### src/rtl/commit_trace_buffer.sv
// Retirement trace FIFO: captures retired PCs with a sequence number and a
// discontinuity flag, drains them first-word-fall-through over valid/ready.
module commit_trace_buffer #(
    parameter int DEPTH = 16,
    parameter int SEQ_W = 16
) (
    input  logic                   i_clk,
    input  logic                   i_reset,
    input  logic                   i_trace_en,
    input  logic                   i_clear,
    input  logic [31:0]            i_pc_debug,
    input  logic                   i_insn_vld,
    output logic                   o_trace_valid,
    input  logic                   i_trace_ready,
    output logic [31:0]            o_trace_pc,
    output logic [SEQ_W-1:0]       o_trace_seq,
    output logic                   o_trace_jump,
    output logic [$clog2(DEPTH):0] o_count,
    output logic                   o_full,
    output logic                   o_overflow,
    output logic [15:0]            o_drop_cnt
);

    localparam int PW = $clog2(DEPTH);
    localparam int CW = PW + 1;
    localparam int EW = 32 + SEQ_W + 1;
    localparam logic [CW-1:0] FULL_CNT = CW'(DEPTH);

    logic [PW-1:0]    wr_ptr_reg, wr_ptr_next;
    logic [PW-1:0]    rd_ptr_reg, rd_ptr_next;
    logic [CW-1:0]    count_reg, count_next;
    logic [SEQ_W-1:0] seq_reg, seq_next;
    logic [31:0]      last_pc_reg, last_pc_next;
    logic             first_reg, first_next;
    logic             overflow_reg, overflow_next;
    logic [15:0]      drop_cnt_reg, drop_cnt_next;

    logic             capture;
    logic             pop;
    logic             push;
    logic             drop;
    logic             jump;
    logic [EW-1:0]    wr_entry;
    logic [EW-1:0]    head_entry;
    logic [EW-1:0]    entry_flat [DEPTH];

    assign capture  = i_trace_en & i_insn_vld;
    assign pop      = (count_reg != '0) & i_trace_ready;
    // A pop in the same cycle frees the slot, so a full FIFO still accepts.
    assign push     = capture & ((count_reg != FULL_CNT) | pop);
    assign drop     = capture & (count_reg == FULL_CNT) & ~pop;
    assign jump     = first_reg | (i_pc_debug != (last_pc_reg + 32'd4));
    assign wr_entry = {i_pc_debug, seq_reg, jump};

    // Storage carries no reset; occupancy alone decides what is valid.
    generate
        for (genvar gi = 0; gi < DEPTH; gi++) begin : g_entry
            logic [EW-1:0] entry_reg;

            always_ff @(posedge i_clk) begin
                if (push && !i_clear && (wr_ptr_reg == PW'(gi))) begin
                    entry_reg <= wr_entry;
                end
            end

            assign entry_flat[gi] = entry_reg;
        end
    endgenerate

    always_comb begin
        wr_ptr_next   = wr_ptr_reg;
        rd_ptr_next   = rd_ptr_reg;
        count_next    = count_reg;
        seq_next      = seq_reg;
        last_pc_next  = last_pc_reg;
        first_next    = first_reg;
        overflow_next = overflow_reg;
        drop_cnt_next = drop_cnt_reg;

        if (i_clear) begin
            wr_ptr_next   = '0;
            rd_ptr_next   = '0;
            count_next    = '0;
            seq_next      = '0;
            last_pc_next  = '0;
            first_next    = 1'b1;
            overflow_next = 1'b0;
            drop_cnt_next = '0;
        end else begin
            // Dropped commits still advance seq and last_pc so gaps stay visible.
            if (capture) begin
                last_pc_next = i_pc_debug;
                first_next   = 1'b0;
                seq_next     = seq_reg + SEQ_W'(1);
            end
            if (push) begin
                wr_ptr_next = wr_ptr_reg + PW'(1);
            end
            if (pop) begin
                rd_ptr_next = rd_ptr_reg + PW'(1);
            end
            if (push && !pop) begin
                count_next = count_reg + CW'(1);
            end else if (pop && !push) begin
                count_next = count_reg - CW'(1);
            end
            if (drop) begin
                overflow_next = 1'b1;
                if (drop_cnt_reg != 16'hFFFF) begin
                    drop_cnt_next = drop_cnt_reg + 16'd1;
                end
            end
        end
    end

    always_ff @(posedge i_clk or negedge i_reset) begin
        if (!i_reset) begin
            wr_ptr_reg   <= '0;
            rd_ptr_reg   <= '0;
            count_reg    <= '0;
            seq_reg      <= '0;
            last_pc_reg  <= '0;
            first_reg    <= 1'b1;
            overflow_reg <= 1'b0;
            drop_cnt_reg <= '0;
        end else begin
            wr_ptr_reg   <= wr_ptr_next;
            rd_ptr_reg   <= rd_ptr_next;
            count_reg    <= count_next;
            seq_reg      <= seq_next;
            last_pc_reg  <= last_pc_next;
            first_reg    <= first_next;
            overflow_reg <= overflow_next;
            drop_cnt_reg <= drop_cnt_next;
        end
    end

    assign head_entry    = entry_flat[rd_ptr_reg];
    assign o_trace_valid = (count_reg != '0);
    assign o_trace_pc    = o_trace_valid ? head_entry[EW-1 -: 32] : 32'd0;
    assign o_trace_seq   = o_trace_valid ? head_entry[SEQ_W:1] : '0;
    assign o_trace_jump  = o_trace_valid & head_entry[0];
    assign o_count       = count_reg;
    assign o_full        = (count_reg == FULL_CNT);
    assign o_overflow    = overflow_reg;
    assign o_drop_cnt    = drop_cnt_reg;

endmodule

### config.mk
export PLATFORM = sky130hd
export DESIGN_NAME = commit_trace_buffer
export DESIGN_NICKNAME = d
export VERILOG_FILES = /design/src/rtl/commit_trace_buffer.sv
export SDC_FILE = /design/constraint.sdc
export NUM_CORES = 1
export LEC_CHECK = 0
export CORE_MARGIN = 3
export CORE_UTILIZATION = 40
export CTS_CLUSTER_SIZE = 25
export DETAILED_ROUTE_END_ITERATION = 10
export GPL_ROUTABILITY_DRIVEN = 0
export PLACE_DENSITY = 0.64
export SYNTH_ARGS = -nofsm -noshare
export SYNTH_HDL_FRONTEND = slang
export SYNTH_SLANG_ARGS = --single-unit
### constraint.sdc
create_clock -name i_clk -period 13.4 [get_ports i_clk]
set_input_delay 1.34 -clock i_clk [delete_from_list [all_inputs] [get_ports i_clk]]
set_output_delay 1.34 -clock i_clk [all_outputs]
set_load 0.03 [all_outputs]
# After elaboration in Yosys (flattened, before gate mapping)
# Index checks and enable logic that the tools add are counted.
# word_totals
regBits,863
input_bits,38
output_inout_bits,73
word_cells,115
# op_classes
add_sub_neg,7
magnitude_cmp,1
n_eq_ne,19
n_mux,23
bitwise_logic,10
reduce_logical,31
# ops
op,n
binary-select mux 49 bit (select 4 bit),1
two-way mux 49 bit,2
two-way mux 16 bit,6
two-way mux 32 bit,3
"adder 16 x 1 -> 16 bit, second input constant",2
"adder 32 x 3 -> 32 bit, second input constant",1
"== test 4 bit, second input constant",8
inequality test 32 bit,1
logical AND 1 bit,19
"== test 4 x 3 -> 1 bit, second input constant",4
two-way mux 4 bit,4
"inequality test 16 bit, second input constant",1
two-way mux 5 bit,3
nonzero test 2 bit,5
"adder 4 x 1 -> 4 bit, second input constant",2
"== test 4 x 2 -> 1 bit, second input constant",2
AND 1 bit,6
"adder 5 x 1 -> 5 bit, second input constant",1
"== test 5 bit, second input constant",1
">= comparator 5 bit, second input constant",1
"inequality test 5 bit, second input constant",1
NOT 4 -> 5 bit,1
nonzero test 5 bit,1
"subtractor 5 x 1 -> 5 bit, second input constant",1
other kinds (8),14

# Logic depth before layout (Yosys ltp)
# Gate-level depths: netlist of the first run.
# logic_depth
depth_word,9
depth_mapped,10
mapped_depth_nobuf,10

# Worst setup path after synthesis of the first run
# No wires, ideal clock.
# synth_timing
path_type,input to register
startpoint,input i_trace_en
endpoint,register g_entry[0].entry_reg[0] (enable)
setup_time_ns,0.516
arrival_time_ns,5.614
t_required_ns,12.884
setup_slack_ns,7.270
stages,5
n_path_buf,0
path_cell_list,nand2_1 a31oi_1 nor2b_1 nand2_1 nor3_1
# synth_via
elab_chain_len,4
# synth_lines
element,line,rtl
from (decl),9,"input logic i_trace_en,"
AND 1 bit,47,assign capture = i_trace_en & i_insn_vld;
AND 1 bit,50,assign push = capture & ((count_reg != FULL_CNT) | pop);
logical AND 1 bit (2 in series),61,if (push && !i_clear && (wr_ptr_reg == PW'(gi))) begin
to (signal assigned),62,entry_reg <= wr_entry;
to (decl),58,logic [EW-1:0] entry_reg;
# Every way passes these cells.
# A chain may end at the register's enable or synchronous reset.

# Worst setup path after layout of the first run
# layout_timing
startpoint,register rd_ptr_reg[0]
endpoint,output o_trace_seq[15]
# layout_via
elab_chain_len,5
# layout_lines
element,line,rtl
from (decl),30,"logic [PW-1:0] rd_ptr_reg, rd_ptr_next;"
from (signal assigned),128,rd_ptr_reg <= rd_ptr_next;
NOT 4 -> 5 bit (not written as such),138,assign head_entry = entry_flat[rd_ptr_reg];
binary-select mux 49 bit (select 4 bit),138,
two-way mux 49 bit (not written as such) (2 in series),138,
two-way mux 16 bit,141,assign o_trace_seq = o_trace_valid ? head_entry[SEQ_W:1] : '0;
to (decl),16,"output logic [SEQ_W-1:0] o_trace_seq,"
# Every way passes these cells. The select of a mux whose other input is x is not followed.

==> results of run 1 <==
[stage by stage]
step	utilization	area (um2)	power [mW]	worst slack [ps]	hold WS [ps]
finish	0.469	40100	7.10	7270	509
global route	0.469	40100	7.40	6860	527
CTS	0.469	40100	7.20	7040	512
detailed placement	0.434	37100	4.72	7740	503
global placement	0.434	37100	4.71	7740	495
floorplan	-	34600	4.16	7270	490
[cells by family after synthesis]
family,synth area share
and+or+nand+nor,0.0498
DFF,0.738
muxes,0.160
AOI/OAI and AO/OA,0.0169
buffers and inverters,0.0120
xor gates and xnor gates,0.0182
adders and majority gates,0.00492
[worst min path at each step]
stage / end / slack (ps) / cells after the start / from
finish: first_reg$_DFFE_PN1P_ / 510 / 1 / first_reg$_DFFE_PN1P_
floorplan: first_reg$_DFFE_PN1P_ / 490 / 1 / first_reg$_DFFE_PN1P_
CTS: first_reg$_DFFE_PN1P_ / 510 / 1 / first_reg$_DFFE_PN1P_
global route: first_reg$_DFFE_PN1P_ / 530 / 1 / first_reg$_DFFE_PN1P_
global placement: first_reg$_DFFE_PN1P_ / 490 / 1 / first_reg$_DFFE_PN1P_
detailed placement: first_reg$_DFFE_PN1P_ / 500 / 1 / first_reg$_DFFE_PN1P_
[worst max-delay path, stage by stage (launching register included)]
cell and delay, ps:
dfrtp_4 740, buf_4 870, buf_4 640, mux4_2 570, mux4_2 520, and2_1 180
clkdlybuf4s50_1 590
[per-layer routing]
metal  track usage  vias to the layer above  wire [um]
li1              -                     7279          -
met1         0.248                     9228      33300
met2         0.291                      591      39100
met3        0.0300                      109       4970
met4        0.0458                        2       1450
met5             0                        -         13
[where the power goes]
group | leakage (nW) | switching [mW] | internal [mW]
Sequential | 8.18 | 0.0725 | 2.95
Combinational | 2.89 | 0.836 | 0.763
Clock | 1.46 | 1.03 | 1.45
[final cells by class]
| class | count | area share |
|---|---|---|
| inverters | 7 | 0.000656 |
| clock buffers | 108 | 0.0605 |
| flip-flops and latches | 863 | 0.637 |
| clock inverters | 61 | 0.0138 |
| repair buffers | 143 | 0.0335 |
| multi-input cells | 761 | 0.219 |
| well taps | 1144 | 0.0357 |
[synth_stat cells, drive strengths merged (3+ instances only)]
cell / count
a21o: 3
a21oi: 57
a31oi: 5
and2: 53
and3: 10
and4: 9
buf: 41
clkbuf: 47
dfrtp: 78
edfxtp: 784
ha: 12
inv: 7
mux2i: 3
mux4: 245
nand2: 111
nand2b: 4
nand3: 21
nand4: 19
nor2: 63
nor2b: 7
nor3: 13
nor4: 7
o211ai: 4
o21a: 3
o21ai: 12
o31ai: 3
or3: 8
or4: 3
xnor2: 37
xor2: 35
==> results.py, run 1 <==
metrics = {
    "status": {
        "status": "finished, final reports clean",
    },
    "cells_and_area": {
        "multi_input_area_um2": 8770,
        "nFillCells": 7110,
        "diodes": 0,
        "largest_reg_flops": 784,
        "drive_above_1_share": 0.234,
        "ff_latch_area_um2": 25500,
        "layout_commonest_cell": "edfxtp_1",
        "area_growth_pct": 15.9,
        "final_cells": 3087,
        "nets": 1918,
        "layout_common_cells": "edfxtp_1, mux4_2, nand2_1",
    },
    "synth": {
        "ys.flop_type": "edfxtp_1",
        "synth_fp_nets": 1770,
        "synth_area_leaders": "edfxtp_1, mux4_2, dfrtp_1",
        "synth_top_area_share": 0.681,
        "synthArstFlopShare": 0.0915,
        "syn_inst": 1719,
        "yosysWarnings": 0,
        "synth_top_area_cell": "edfxtp_1",
        "yosysSeqAreaShare": 0.738,
        "synth-edff-count": 784,
        "avgSynthCellArea_um2": 20.1,
        "synth_seq_cells": 863,
        "syn_area_um2": 34600,
        "synth_cell_type_count": 53,
    },
    "worst_setup_path": {
        "reg2reg_setup_slack_ps": 9750,
        "path_max_fanout": 50,
        "critPathRequiredTime_ps": 12060,
        "cp.arrival_ps": 4790,
        "cp-end-kind": "primary output",
        "startpoint": "rd_ptr_reg[0]$_DFFE_PN0P_",
        "worstSetupEndpoint": "o_trace_seq[15]",
        "r2r_end": "g_entry[5].entry_reg[10]$_DFFE_PP_",
        "cp-start-kind": "register",
        "regToRegStartpoint": "o_count[0]$_DFFE_PN0P_",
        "rr_worst_depth": 6,
        "critPathKind": "register to primary output",
    },
    "global_routing": {
        "track_usage": 0.177,
        "grt_max_degree": 81,
        "antenna_found_initial": 3,
        "grt_pass1_vias": 18300,
        "gr-total-overflow": 0,
        "grt_pass1_wl_mm": 118,
    },
    "die": {
        "rows": 107,
        "die_w_um": 300,
        "fp.coreArea_um2": 85400,
        "dieArea_um2": 90000,
        "initial_core_util": 0.405,
        "die_h_um": 300,
        "ioPinCount": 111,
    },
    "routing": {
        "routedWlPerCell_um": 25.5,
        "ant_nets": 0,
        "drt_iter0_drc": 1635,
        "num_vias": 17200,
        "viasPerCell": 5.57,
        "drc": 0,
        "drt_wl_total_mm": 78.8,
        "dr.pass1.iters": 5,
    },
    "cts": {
        "cts_setup_buffers": 0,
        "cts_root_buf": "clkbuf_16",
        "clockBufferDepth": 3,
        "hold_buffers": 0,
        "cts_tree": "built",
        "clkSlewWorstSetupHoldPaths_ps": 70,
        "cts.repair.resized": 0,
        "cts_sinks": 863,
        "cts_buffers": 91,
        "cts_max_level": 3,
        "insertion_delay_ps": 640,
    },
    "timing": {
        "min_period_ps": 6130,
        "rsz0062_at_grt": "no",
        "fin_crit_sh": 0.457,
        "setup_viol": 0,
        "slew_violations": 0,
        "setup_tns_ps": 0,
        "fmax_mhz": 163,
        "finalClockSkew_ps": 24.2,
        "final_hold_viol_count": 0,
        "slew_headroom": 0.151,
        "worstMarginPinSlew_ps": 1270,
    },
    "job": {
        "max-cap-violations": 0,
    },
    "placed_design": {
        "dp.cells": 2918,
        "dp_hpwl_mm": 39.6,
        "port_buffers": 110,
    },
    "power_and_ir_drop": {
        "p_leak_nw": 12.5,
        "cellPowerDensity_nw_per_um2": 177,
        "ir_worst_vdd_v": 0.000155,
    },
    "worst_hold_path": {
        "hold_class": "register to register",
    },
}
No activity file was read; power rests on OpenSTA's default activity.
==> run 2, diff against run 1 <==
Settings changed: PLACE_DENSITY 0.64 to 0.66.
Clock period 13.4 ns to 5.1 ns, I/O delays scaled along.
==> run 2 against run 1 <==
Net effect: worst setup slack lost 6400 ps; clock skew shrank 1.3 ps; combinational power grew to 2.7 times the previous value; power grew to 2.6 times the previous value; highest routed layer unchanged.
==> results.py, run 2 (synthesis gave the netlist of run 1 again) <==
metrics = {
    "worst_setup_path": {
        "critPathKind": "register to primary output",
        "rr_worst_depth": 8,
        "regToRegStartpoint": "last_pc_reg[2]$_DFFE_PN0P_",
        "critPathRequiredTime_ps": 4590,
        "cp-start-kind": "register",
        "cp.arrival_ps": 3730,
        "startpoint": "rd_ptr_reg[1]$_DFFE_PN0P_",
        "cp-end-kind": "primary output",
        "r2r_end": "g_entry[1].entry_reg[0]$_DFFE_PP_",
        "reg2reg_setup_slack_ps": 1700,
        "path_max_fanout": 48,
    },
    "timing": {
        "finalClockSkew_ps": 22.9,
        "worstMarginPinSlew_ps": 1100,
        "slew_headroom": 0.264,
        "slew_violations": 0,
        "min_period_ps": 4240,
        "setup_viol": 0,
        "final_hold_viol_count": 0,
        "fmax_mhz": 236,
        "fin_crit_sh": 0.831,
        "rsz0062_at_grt": "no",
    },
    "routing": {
        "met3WireLength_mm": 4.90,
        "ant_nets": 0,
        "drt_wl_total_mm": 76.3,
        "drc": 0,
        "drt_iter0_drc": 1559,
        "viasPerCell": 5.49,
        "dr.pass1.iters": 8,
        "met2WireLength_mm": 37.9,
        "routed.top_layer": "met5",
        "wl_met1_mm": 31.9,
        "routedWlPerCell_um": 24.6,
        "num_vias": 17000,
    },
    "power_and_ir_drop": {
        "p_leak_nw": 12.6,
        "ir_worst_vdd_v": 0.000377,
        "intPower_mw": 13.4,
        "p_switching_mw": 5.10,
        "seqPwrFrac": 0.427,
        "switching_share": 0.275,
        "p_comb_frac": 0.232,
        "cellPowerDensity_nw_per_um2": 459,
        "clkPwrFrac": 0.342,
        "finalPower_mw": 18.5,
    },
    "cells_and_area": {
        "largest_reg_flops": 784,
        "area_growth_pct": 16.8,
        "layout_commonest_cell": "edfxtp_1",
        "diodes": 0,
        "layout_common_cells": "edfxtp_1, mux4_2, nand2_1",
        "drive_above_1_share": 0.238,
        "nets": 1930,
        "nFillCells": 7059,
        "final_util": 0.473,
    },
    "global_routing": {
        "grt_pass1_wl_mm": 115,
        "grt_pass1_vias": 17900,
        "grt_max_degree": 80,
        "track_usage": 0.172,
        "gr-total-overflow": 0,
        "antenna_found_initial": 5,
    },
    "cts": {
        "cts_max_level": 3,
        "clkSlewWorstSetupHoldPaths_ps": 60,
        "cts_root_buf": "clkbuf_16",
        "clockBufferDepth": 3,
        "cts_buffers": 88,
        "cts.repair.resized": 0,
        "insertion_delay_ps": 650,
        "cts_tree": "built",
        "cts_sinks": 863,
    },
    "die": {
        "dieArea_um2": 90000,
        "die_w_um": 300,
        "die_h_um": 300,
        "ioPinCount": 111,
        "initial_core_util": 0.405,
        "fp.coreArea_um2": 85400,
        "rows": 107,
    },
    "placed_design": {
        "dp_hpwl_mm": 39.9,
        "port_buffers": 110,
    },
    "status": {
        "status": "finished, final reports clean",
    },
    "worst_hold_path": {
        "hold_class": "primary input to asynchronous set/reset pin",
    },
    "job": {
        "max-cap-violations": 0,
    },
}
-- run 2: area by class of cell --
| class | instances | area (um2) | area share |
|---|---|---|---|
| tap | 1144 | 1430 | 0.0354 |
| multi-input combinational | 761 | 8770 | 0.217 |
| sequential | 863 | 25500 | 0.632 |
| timing repair buffer | 158 | 1730 | 0.0429 |
| clock inverter | 46 | 432 | 0.0107 |
| inverter | 7 | 26.3 | 0.000650 |
| clock buffer | 120 | 2470 | 0.0612 |
-- run 2: metrics by stage --
| stage | setup WS (ps) | setup TNS, ps | cell area, um2 | std cells | hold slack [ps] |
|---|---|---|---|---|---|
| detailed placement | 885 | 0 | 37500 | 2932 | 506 |
| CTS | 783 | 0 | 40400 | 3099 | 369 |
| global placement | 1020 | 0 | 37500 | 2932 | 496 |
| floorplan | -310 | -60770 | 34600 | 1719 | 214 |
| finish | 861 | 0 | 40400 | 3099 | 388 |
| global route | 718 | 0 | 40400 | 3099 | 391 |
-- run 2: how the worst max path moves through the flow --
stage | slack [ps] | to
6_report | 860 | o_trace_pc[31]
4_1_cts | 780 | o_trace_seq[3]
3_5_place_dp | 880 | g_entry[14].entry_reg[0]$_DFFE_PP_
5_1_grt | 720 | o_trace_seq[3]
3_3_place_gp | 1020 | g_entry[0].entry_reg[0]$_DFFE_PP_
2_1_floorplan | -310 | g_entry[0].entry_reg[0]$_DFFE_PP_
-- run 2: what timing repair did --
item / in CTS / in global routing
hold buffers: 1 / 0
hold endpoints to repair: 35 / 0
setup buffers: 0 / 0
endpoints found under the setup margin: 0 / 0
-- run 2: layer usage --
| layer | vias to the layer above | track usage |
|---|---|---|
| met4 | 4 | 0.0447 |
| met3 | 116 | 0.0374 |
| met5 | - | 0 |
| met2 | 529 | 0.280 |
| met1 | 9031 | 0.236 |
| li1 | 7322 | - |
-- run 2: critical path, cell delays in order (launching register included) --
cell and delay [ps]:
dfrtp_4 960, buf_4 440, mux4_2 350, mux4_2 510, and2_1 180, clkdlybuf4s50_1 650
-- run 2: power by group through the flow --
stage	Clock (mW)	Sequential [mW]	Combinational, mW
after floorplan	0	7.99	2.94
after global placement	0	8.06	4.37
after detailed placement	0	8.06	4.39
after CTS	6.48	7.91	4.41
after global routing	6.77	7.93	4.60
final	6.34	7.91	4.30
